--- src/rtl/alu_step_sequencer.sv ---
// alu_step_sequencer: control-step FSM for Ra <= Rb op Rc with multi-cycle MUL/DIV wait and timeout
module alu_step_sequencer #(
  parameter int                NUM_REGS   = 16,
  parameter int                IDX_W      = 4,
  parameter int                OP_W       = 5,
  parameter logic [OP_W-1:0]   OP_MUL     = 5'b01111,
  parameter logic [OP_W-1:0]   OP_DIV     = 5'b10000,
  parameter int                MC_TIMEOUT = 64
) (
  input  logic                clock,
  input  logic                clear,
  input  logic                start,
  input  logic [OP_W-1:0]     opcode,
  input  logic [IDX_W-1:0]    ra,
  input  logic [IDX_W-1:0]    rb,
  input  logic [IDX_W-1:0]    rc,
  input  logic                alu_done,
  output logic                busy,
  output logic                done,
  output logic                err,
  output logic [OP_W-1:0]     ops,
  output logic [NUM_REGS-1:0] reg_out,
  output logic [NUM_REGS-1:0] reg_in,
  output logic                ry_in,
  output logic                rz_in,
  output logic                rzlo_out,
  output logic                rzhi_out,
  output logic                lo_in,
  output logic                hi_in
);
  localparam int CNT_W = $clog2(MC_TIMEOUT + 1);
  localparam logic [IDX_W:0] NR = (IDX_W + 1)'(NUM_REGS);
  typedef enum logic [2:0] {IDLE, T1, T2, WAIT, T3, T4} state_t;
  state_t state, state_n;
  logic [OP_W-1:0]  op_q;
  logic [IDX_W-1:0] ra_q, rb_q, rc_q;
  logic [CNT_W-1:0] cnt;
  logic             err_q;
  logic             wide, final_step, launch, idx_ok, timeout;
  assign wide       = op_q == OP_MUL || op_q == OP_DIV;
  assign final_step = (state == T3 && !wide) || state == T4;
  assign launch     = start && (state == IDLE || final_step);
  assign idx_ok     = {1'b0, ra} < NR && {1'b0, rb} < NR && {1'b0, rc} < NR;
  assign timeout    = cnt == CNT_W'(MC_TIMEOUT - 1);
  always_ff @(posedge clock) begin
    if (!clear) begin
      state <= IDLE;
      err_q <= 1'b0;
      op_q  <= '0;
      ra_q  <= '0;
      rb_q  <= '0;
      rc_q  <= '0;
      cnt   <= '0;
    end else begin
      state <= state_n;
      cnt   <= state == WAIT ? cnt + 1'b1 : '0;
      if (launch && idx_ok) begin
        op_q  <= opcode;
        ra_q  <= ra;
        rb_q  <= rb;
        rc_q  <= rc;
        err_q <= 1'b0;
      end else if (launch || (state == WAIT && !alu_done && timeout)) begin
        err_q <= 1'b1;
      end
    end
  end
  always_comb begin
    state_n = state;
    unique case (state)
      IDLE:    state_n = launch && idx_ok ? T1 : IDLE;
      T1:      state_n = T2;
      T2:      state_n = !wide || alu_done ? T3 : WAIT;
      WAIT:    state_n = alu_done ? T3 : timeout ? IDLE : WAIT;
      T3:      state_n = wide ? T4 : launch && idx_ok ? T1 : IDLE;
      T4:      state_n = launch && idx_ok ? T1 : IDLE;
      default: state_n = IDLE;
    endcase
  end
  always_comb begin
    busy     = state != IDLE;
    done     = final_step;
    err      = err_q;
    ops      = state == IDLE ? '0 : op_q;
    reg_out  = state == T1 ? NUM_REGS'(1) << rb_q :
               (state == T2 || state == WAIT) ? NUM_REGS'(1) << rc_q : '0;
    reg_in   = state == T3 && !wide ? NUM_REGS'(1) << ra_q : '0;
    ry_in    = state == T1;
    rz_in    = state == T2 || state == WAIT;
    rzlo_out = state == T3;
    lo_in    = state == T3 && wide;
    rzhi_out = state == T4;
    hi_in    = state == T4;
  end
endmodule

--- config.mk ---
export PLATFORM = sky130hd
export DESIGN_NAME = alu_step_sequencer
export DESIGN_NICKNAME = d
export VERILOG_FILES = /design/src/rtl/alu_step_sequencer.sv
export SDC_FILE = /design/constraint.sdc
export NUM_CORES = 1
export LEC_CHECK = 0
export ABC_AREA = 0
export CORE_MARGIN = 4
export CORE_UTILIZATION = 30
export CTS_CLUSTER_SIZE = 12
export DETAILED_ROUTE_END_ITERATION = 8
export GPL_ROUTABILITY_DRIVEN = 0
export PLACE_DENSITY_LB_ADDON = 0.08
export SETUP_SLACK_MARGIN = 0.3
export SLEW_MARGIN = 10
export SYNTH_ARGS = -nofsm -noshare
export SYNTH_HDL_FRONTEND = slang
export SYNTH_SLANG_ARGS = --single-unit
--- constraint.sdc ---
create_clock -name clock -period 2.1 [get_ports clock]
set_input_delay 0.315 -clock clock [delete_from_list [all_inputs] [get_ports clock]]
set_output_delay 0.315 -clock clock [all_outputs]
set_load 0.1 [all_outputs]
==> flow_summary.toml, run 1 <==
[timing]
hold_viol = 0
max_freq_ghz = 0.462
tightestPinTransition_ns = 0.537
grt_setup_unrepaired = "yes"
timing.final.ws_setup_ns = -0.0663
slew-limit-headroom_pct = 64.1
period_minus_slack_ns = 2.17
fin_setup_tns_ns = -0.484
slew_viol_final = 0
finClkSkew_ns = 0.00638
setup_viol = 17
period_share_pct = 103

[logic_synthesis]
synth_top_family_by_area = "compound AO/OA/AOI/OAI gates"
synth_nets = 238
yosysTopAreaCell = "dfxtp_1"
ys_ff_latch = 28
syn_inst = 216
synth_edf_count = 0
synth_compound_area_share_pct = 28.8
synthFlopType = "dfxtp_1"
synth-seq-area-share_pct = 32.3
synthArstFlopShare_pct = 0
synth_area_leaders = "dfxtp_1 (32%), o211ai_1 (7.4%), o31ai_1 (7.4%)"
synth.area.mux_share_pct = 0
synth_cell_types = 45
yosys.area_share.simple_pct = 28.8
synthDominantCellAreaShare_pct = 32.3
avgSynthCellArea_sq_um = 8.03
synth-adder-area-share_pct = 0.721
syn_area_sq_um = 1740
yosys_warnings = 0
synth_xor_area_share_pct = 2.52

[global_route]
grt_overflow_total = 0
grt_max_degree = 21
antenna_found_initial = 0
grtUsageTotal_pct = 17.4
grt_pass1_vias = 1994
grt_pass1_wl_microns = 10100

[clock_network]
clk_pin_slew_ns = 0.10
cts_sinks = 28
clk_latency_ns = 0.27
cts_tree = "done"
clockBufferDepth = 2
numCtsBuffers = 3
htree_levels = 1
root_buffer = "clkbuf_8"

[floorplanning]
boundaryPins = 67
die_w_microns = 84.1
die_area_sq_um = 7070
rows = 27
core_sq_um = 5570
start_util_pct = 31.1
die-height_microns = 84.1

[placement]
pre_cts_ws_ns = 0.0553
place_area_sq_um = 3330
dpl.hpwl_microns = 4710
io_buffers = 66

[power]
p_sw_share_pct = 35.2
p_int_mw = 0.944
power_leakage_nw = 1.24
powerDensity_nw_per_um2 = 393
p_seq_share_pct = 41.1
switching_power_mw = 0.513
p_clk_share_pct = 23.1
finalPower_mw = 1.46
vdd_drop_max_mv = 0.254
power_frac_comb_pct = 35.8

[drt]
drt_iter0_drc = 66
vias_per_cell = 5.28
dr.pass1.iters = 4
wl_per_cell_microns = 16.4
wl_microns = 6180
num_vias = 1985
drc = 0
ant_nets = 0

[setup_path]
crit_path_end_kind = "primary output"
reg2reg_from = "op_q[2]"
worst_setup_path_start_kind = "register"
crit_arrival_ns = 1.85
rrSetupSlack_ns = 0.39
worstSetupPathType = "register to primary output"
r2r_end = "state[0]"
crit_required_ns = 1.78
r2r.worst_path.cells = 8
crit_fanout = 6

[cells_and_area]
final_area_sq_um = 3710
nets = 327
drive_above_1_share_pct = 51.6
syn2layout_area_growth_pct = 114
antenna_cells = 0

[hold_path]
min_from = "cnt[0]"
min_to = "cnt[0]"
hold_class = "register to register"
holdPathStages = 1

[run_status]
violations = "negative setup slack"
run_status = "complete, but fails checks"

[run]
maxCapViolCount = 0
==> placed cells by master, fill, tap and decap left out, types with 2 or more instances in the layout <==
cell type        count
xor2_1               2
nor3_1               2
o22ai_4             16
clkdlybuf4s50_1     20
nand2_1              5
dfxtp_1             20
clkinvlp_4           2
nor2_1              11
and3b_2              2
dfxtp_4              2
or3_4                2
nand4b_1             2
dfxtp_2              6
nor2b_2              5
nor2_4              11
inv_1                4
o211ai_1            17
or2_2                2
nor2_2               3
buf_12              45
nand3b_1             2
a21oi_1             18
nor3b_4              2
nand2b_4             2
nor3_4               4
buf_6               14
nand3_4              2
clkbuf_8             4
o31ai_1             17
buf_4               21
nand3_1              3
xnor2_1              3
nand2b_1             8
nand2_4              2
==> final cells by class <==
type	instances	area (sq um)
fillers	432	1870
repair buffers	100	1420
inverters	7	41.3
clock buffers	4	55.1
well taps	72	90.1
flip-flops and latches	28	576
multi-input cells	165	1530
==> sequential cells by signal, indices dropped and copies added, names as in the netlist <==
signal  count
cnt         7
err         1
op_q        5
ra_q        4
rb_q        4
rc_q        4
state       3
==> stage by stage <==
step	instances	utilization, %	hold WS [ns]
floorplan	216	-	0.413
global placement	353	59.8	0.425
detailed placement	353	59.8	0.430
CTS	371	65.2	0.445
global route	376	66.5	0.464
finish	376	66.5	0.439
==> worst max-delay path by stage <==
stage | start | to | slack, ns
after detailed placement | op_q[1] | reg_in[12] | 0.06
after global routing | op_q[4] | reg_in[8] | -0.18
after CTS | state[1] | reg_out[3] | -0.06
after floorplan | state[2] | reg_in[11] | -1.0
after global placement | op_q[1] | reg_in[0] | 0.11
final | op_q[2] | reg_in[8] | -0.07
==> metal layers <==
layer | track usage, % | share of wire, % | vias up
met5 | 0 | 0 | -
met4 | 3.51 | 1.4 | 0
met3 | 2.47 | 3.3 | 6
met2 | 32.6 | 55 | 48
met1 | 20.8 | 40 | 944
li1 | - | - | 987
==> cell usage after synthesis (all sizes together), types with 3 or more instances <==
library cell	count
clkbuf	7
nand2b	11
nor3	7
inv	7
nand2	8
and3b	3
o31ai	17
o211ai	17
nor2b	5
dfxtp	28
o22ai	16
a21oi	18
nand3	5
xnor2	3
buf	9
nor2	25
==> critical path, cell delays in order, from the launching register on <==
cell and delay, ns:
dfxtp_2 0.36, and3b_2 0.24, a22oi_2 0.18, buf_6 0.16
nand4b_1 0.12, buf_6 0.18, nor3_4 0.15, buf_12 0.20
==> kinds of logic after synthesis <==
| family | after synthesis |
|---|---|
| simple gates | 84 |
| buf+inv | 23 |
| flops | 28 |
| fa+ha+maj | 1 |
| compound gates | 75 |
| xor+xnor | 5 |
==> power groups by stage <==
| stage | combinational, mW | sequential (mW) | clock [mW] |
|---|---|---|---|
| detailed placement | 0.466 | 0.607 | 0 |
| finish | 0.522 | 0.599 | 0.337 |
| CTS | 0.506 | 0.598 | 0.342 |
| floorplan | 0.311 | 0.596 | 0 |
| global route | 0.550 | 0.604 | 0.370 |
| global placement | 0.464 | 0.605 | 0 |
==> what timing repair did <==
action	CTS	global route
setup endpoints to repair	47	37
setup buffers	14	5
resized for setup	39	9
hold buffers	0	0
gates cloned	0	0
pin swaps	16	10
(Power assumes the default switching activity.)
==> inputs of run 2 (changes only) <==
--- a/config.mk
+++ b/config.mk
@@ -5,7 +5,8 @@
 export SDC_FILE = /design/constraint.sdc
 export NUM_CORES = 1
 export LEC_CHECK = 0
-export ABC_AREA = 0
+export CELL_PAD_IN_SITES_DETAIL_PLACEMENT = 0
+export CELL_PAD_IN_SITES_GLOBAL_PLACEMENT = 1
 export CORE_MARGIN = 4
 export CORE_UTILIZATION = 30
 export CTS_CLUSTER_SIZE = 12
==> flow_summary.toml, run 2 (same netlist as run 1, synthesis figures left out) <==
[setup_path]
reg2reg_from = "state[2]"
cpMaxStageDelayCell = "dfxtp_1"
path_buf_inv = 3
crit_path_max_incr_delay_ns = 0.36
crit_path_end_kind = "primary output"
crit_family = "buffers and inverters"
worst_setup_path_start_kind = "register"
cp-startpoint = "op_q[0]"
crit_chain = "and2_1, a22oi_2, buf_6, nand4b_1, buf_6, nor3_4, buf_12"
worstSetupPathType = "register to primary output"
crit_fanout = 8
crit_arrival_ns = 1.87
crit_required_ns = 1.78
cpMostUsedCell = "buf_6"

[floorplanning]
rows = 27
boundaryPins = 67
start_util_pct = 31.1
die_area_sq_um = 7070
die-height_microns = 84.1
die_w_microns = 84.1
core_sq_um = 5570

[power]
p_sw_share_pct = 33.6
p_int_mw = 1.04
switching_power_mw = 0.527
finalPower_mw = 1.57
power_frac_comb_pct = 34.8
vdd_drop_max_mv = 0.348
power_leakage_nw = 1.32
p_seq_share_pct = 38.1
powerDensity_nw_per_um2 = 401
p_clk_share_pct = 27.1

[drt]
ant_nets = 0
drt_iter0_drc = 97
drc = 0
dr.pass1.iters = 6
wl_per_cell_microns = 16.8
num_vias = 2078
vias_per_cell = 5.34
wl_microns = 6530

[timing]
finClkSkew_ns = 0.00723
setup_viol = 12
period_minus_slack_ns = 2.19
slew_viol_final = 0
fin_setup_tns_ns = -0.515
period_share_pct = 104
hold_viol = 0
timing.final.ws_setup_ns = -0.0867
max_freq_ghz = 0.457
slew-limit-headroom_pct = 67.5
tightestPinTransition_ns = 0.486
grt_setup_unrepaired = "yes"
whs_ns = 0.443

[cells_and_area]
syn2layout_area_growth_pct = 126
final_cell_mix = "buf_12 (46), buf_4 (29), dfxtp_1 (21), clkdlybuf4s50_1 (20), a21oi_1 (18)"
layout_commonest_cell = "buf_12"
drive_above_1_share_pct = 55.8
reg_top3 = "cnt (7), op_q (5)"
instances_no_fill = 389
antenna_cells = 0
largest_reg_flops = 7
nets = 340
final_area_sq_um = 3920
multi_input_area_sq_um = 1600
nFillCells = 399
regMostFlops = "cnt"
seqCellArea_sq_um = 572

[global_route]
antenna_found_initial = 0
grt.met2_usage_pct = 30.8
grtUsageMet3_pct = 3.06
grt_pass1_wl_microns = 10200
grtUsageTotal_pct = 17.6
grt_overflow_total = 0
grt_max_degree = 20
busiest_layer = "met2"
grt_pass1_vias = 1992
use_met1_pct = 22.5

[hold_path]
hold_class = "register to register"
min_from = "cnt[0]"

[placement]
dp.cells = 355
io_buffers = 66
dpl.hpwl_microns = 4550
place_area_sq_um = 3350

[run_status]
violations = "negative setup slack"
run_status = "complete, but fails checks"

[clock_network]
clockBufferDepth = 2
htree_levels = 1
cts_tree = "done"
holdBufCountCts = 0
clk_latency_ns = 0.28
numCtsBuffers = 3
clk_pin_slew_ns = 0.10
cts_sinks = 28
root_buffer = "clkbuf_8"

[run]
maxCapViolCount = 0
[run 2: cell count changes in the layout (fill, tap and decap cells not counted), sizes merged]
| cell | previous run | this run |
|---|---|---|
| buf | 80 | 93 |
| clkbuf | 4 | 3 |
| bufinv | 0 | 1 |
[run 2: path summary, 6_finish.rpt]
| kind | slack, ns | depth (start not counted) | to |
|---|---|---|---|
| worst min-delay path | 0.44 | 1 | cnt[0] |
| worst max-delay path | -0.09 | 7 | reg_in[8] |
| worst max register to register | 0.31 | 10 | ra_q[0] |
| worst min register to register | 0.44 | 1 | cnt[0] |
[run 2: stage by stage]
step / setup slack (ns) / utilization (%)
floorplan: -0.997 / -
CTS: -0.0600 / 66.8
global route: -0.178 / 70.3
finish: -0.0867 / 70.3
global placement: 0.110 / 60.1
detailed placement: 0.0446 / 60.1
[run 2: layout make-up]
cell class	count	share of cell area, %
Sequential cell	28	14.6
Multi-Input combinational cell	165	40.7
Clock buffer	3	1.05
Inverter	7	1.12
Tap cell	72	2.30
Clock inverter	1	0.767
Timing Repair Buffer	113	39.4
[run 2: what timing repair did]
action,4_1_cts,5_1_grt
gates resized for setup,45,25
buffers inserted,17,11
pin swaps,13,14
setup endpoints to repair,35,63
gates cloned,0,2
[run 2: layer usage]
| metal | vias to the layer above | wire, microns |
|---|---|---|
| li1 | 1021 | - |
| met1 | 995 | 2740 |
| met2 | 56 | 3460 |
| met3 | 6 | 296 |
| met4 | 0 | 41 |
| met5 | - | 0 |
[run 2: power by group through the flow]
stage	sequential, mW	combinational (mW)	clock [mW]
floorplan	0.596	0.311	0
global placement	0.604	0.474	0
detailed placement	0.605	0.475	0
CTS	0.594	0.521	0.436
global route	0.603	0.574	0.467
finish	0.598	0.546	0.426
[run 2: worst reg2reg max path, stage by stage, from the launching register on]
cell and delay (ns):
dfxtp_2 0.35, buf_6 0.10, buf_6 0.09, buf_8 0.11, buf_6 0.10, nand2b_4 0.06
nor4b_4 0.36, buf_4 0.19, buf_4 0.14, o31ai_1 0.07, a21oi_1 0.15
==> inputs of run 3 (changes only) <==
--- a/config.mk
+++ b/config.mk
@@ -14,7 +14,7 @@
 export GPL_ROUTABILITY_DRIVEN = 0
 export PLACE_DENSITY_LB_ADDON = 0.08
 export SETUP_SLACK_MARGIN = 0.3
-export SLEW_MARGIN = 10
+export SLEW_MARGIN = 20
 export SYNTH_ARGS = -nofsm -noshare
 export SYNTH_HDL_FRONTEND = slang
 export SYNTH_SLANG_ARGS = --single-unit
==> results of run 3 <==
No change in the layout: final DEF, timing and power equal those of run 2.
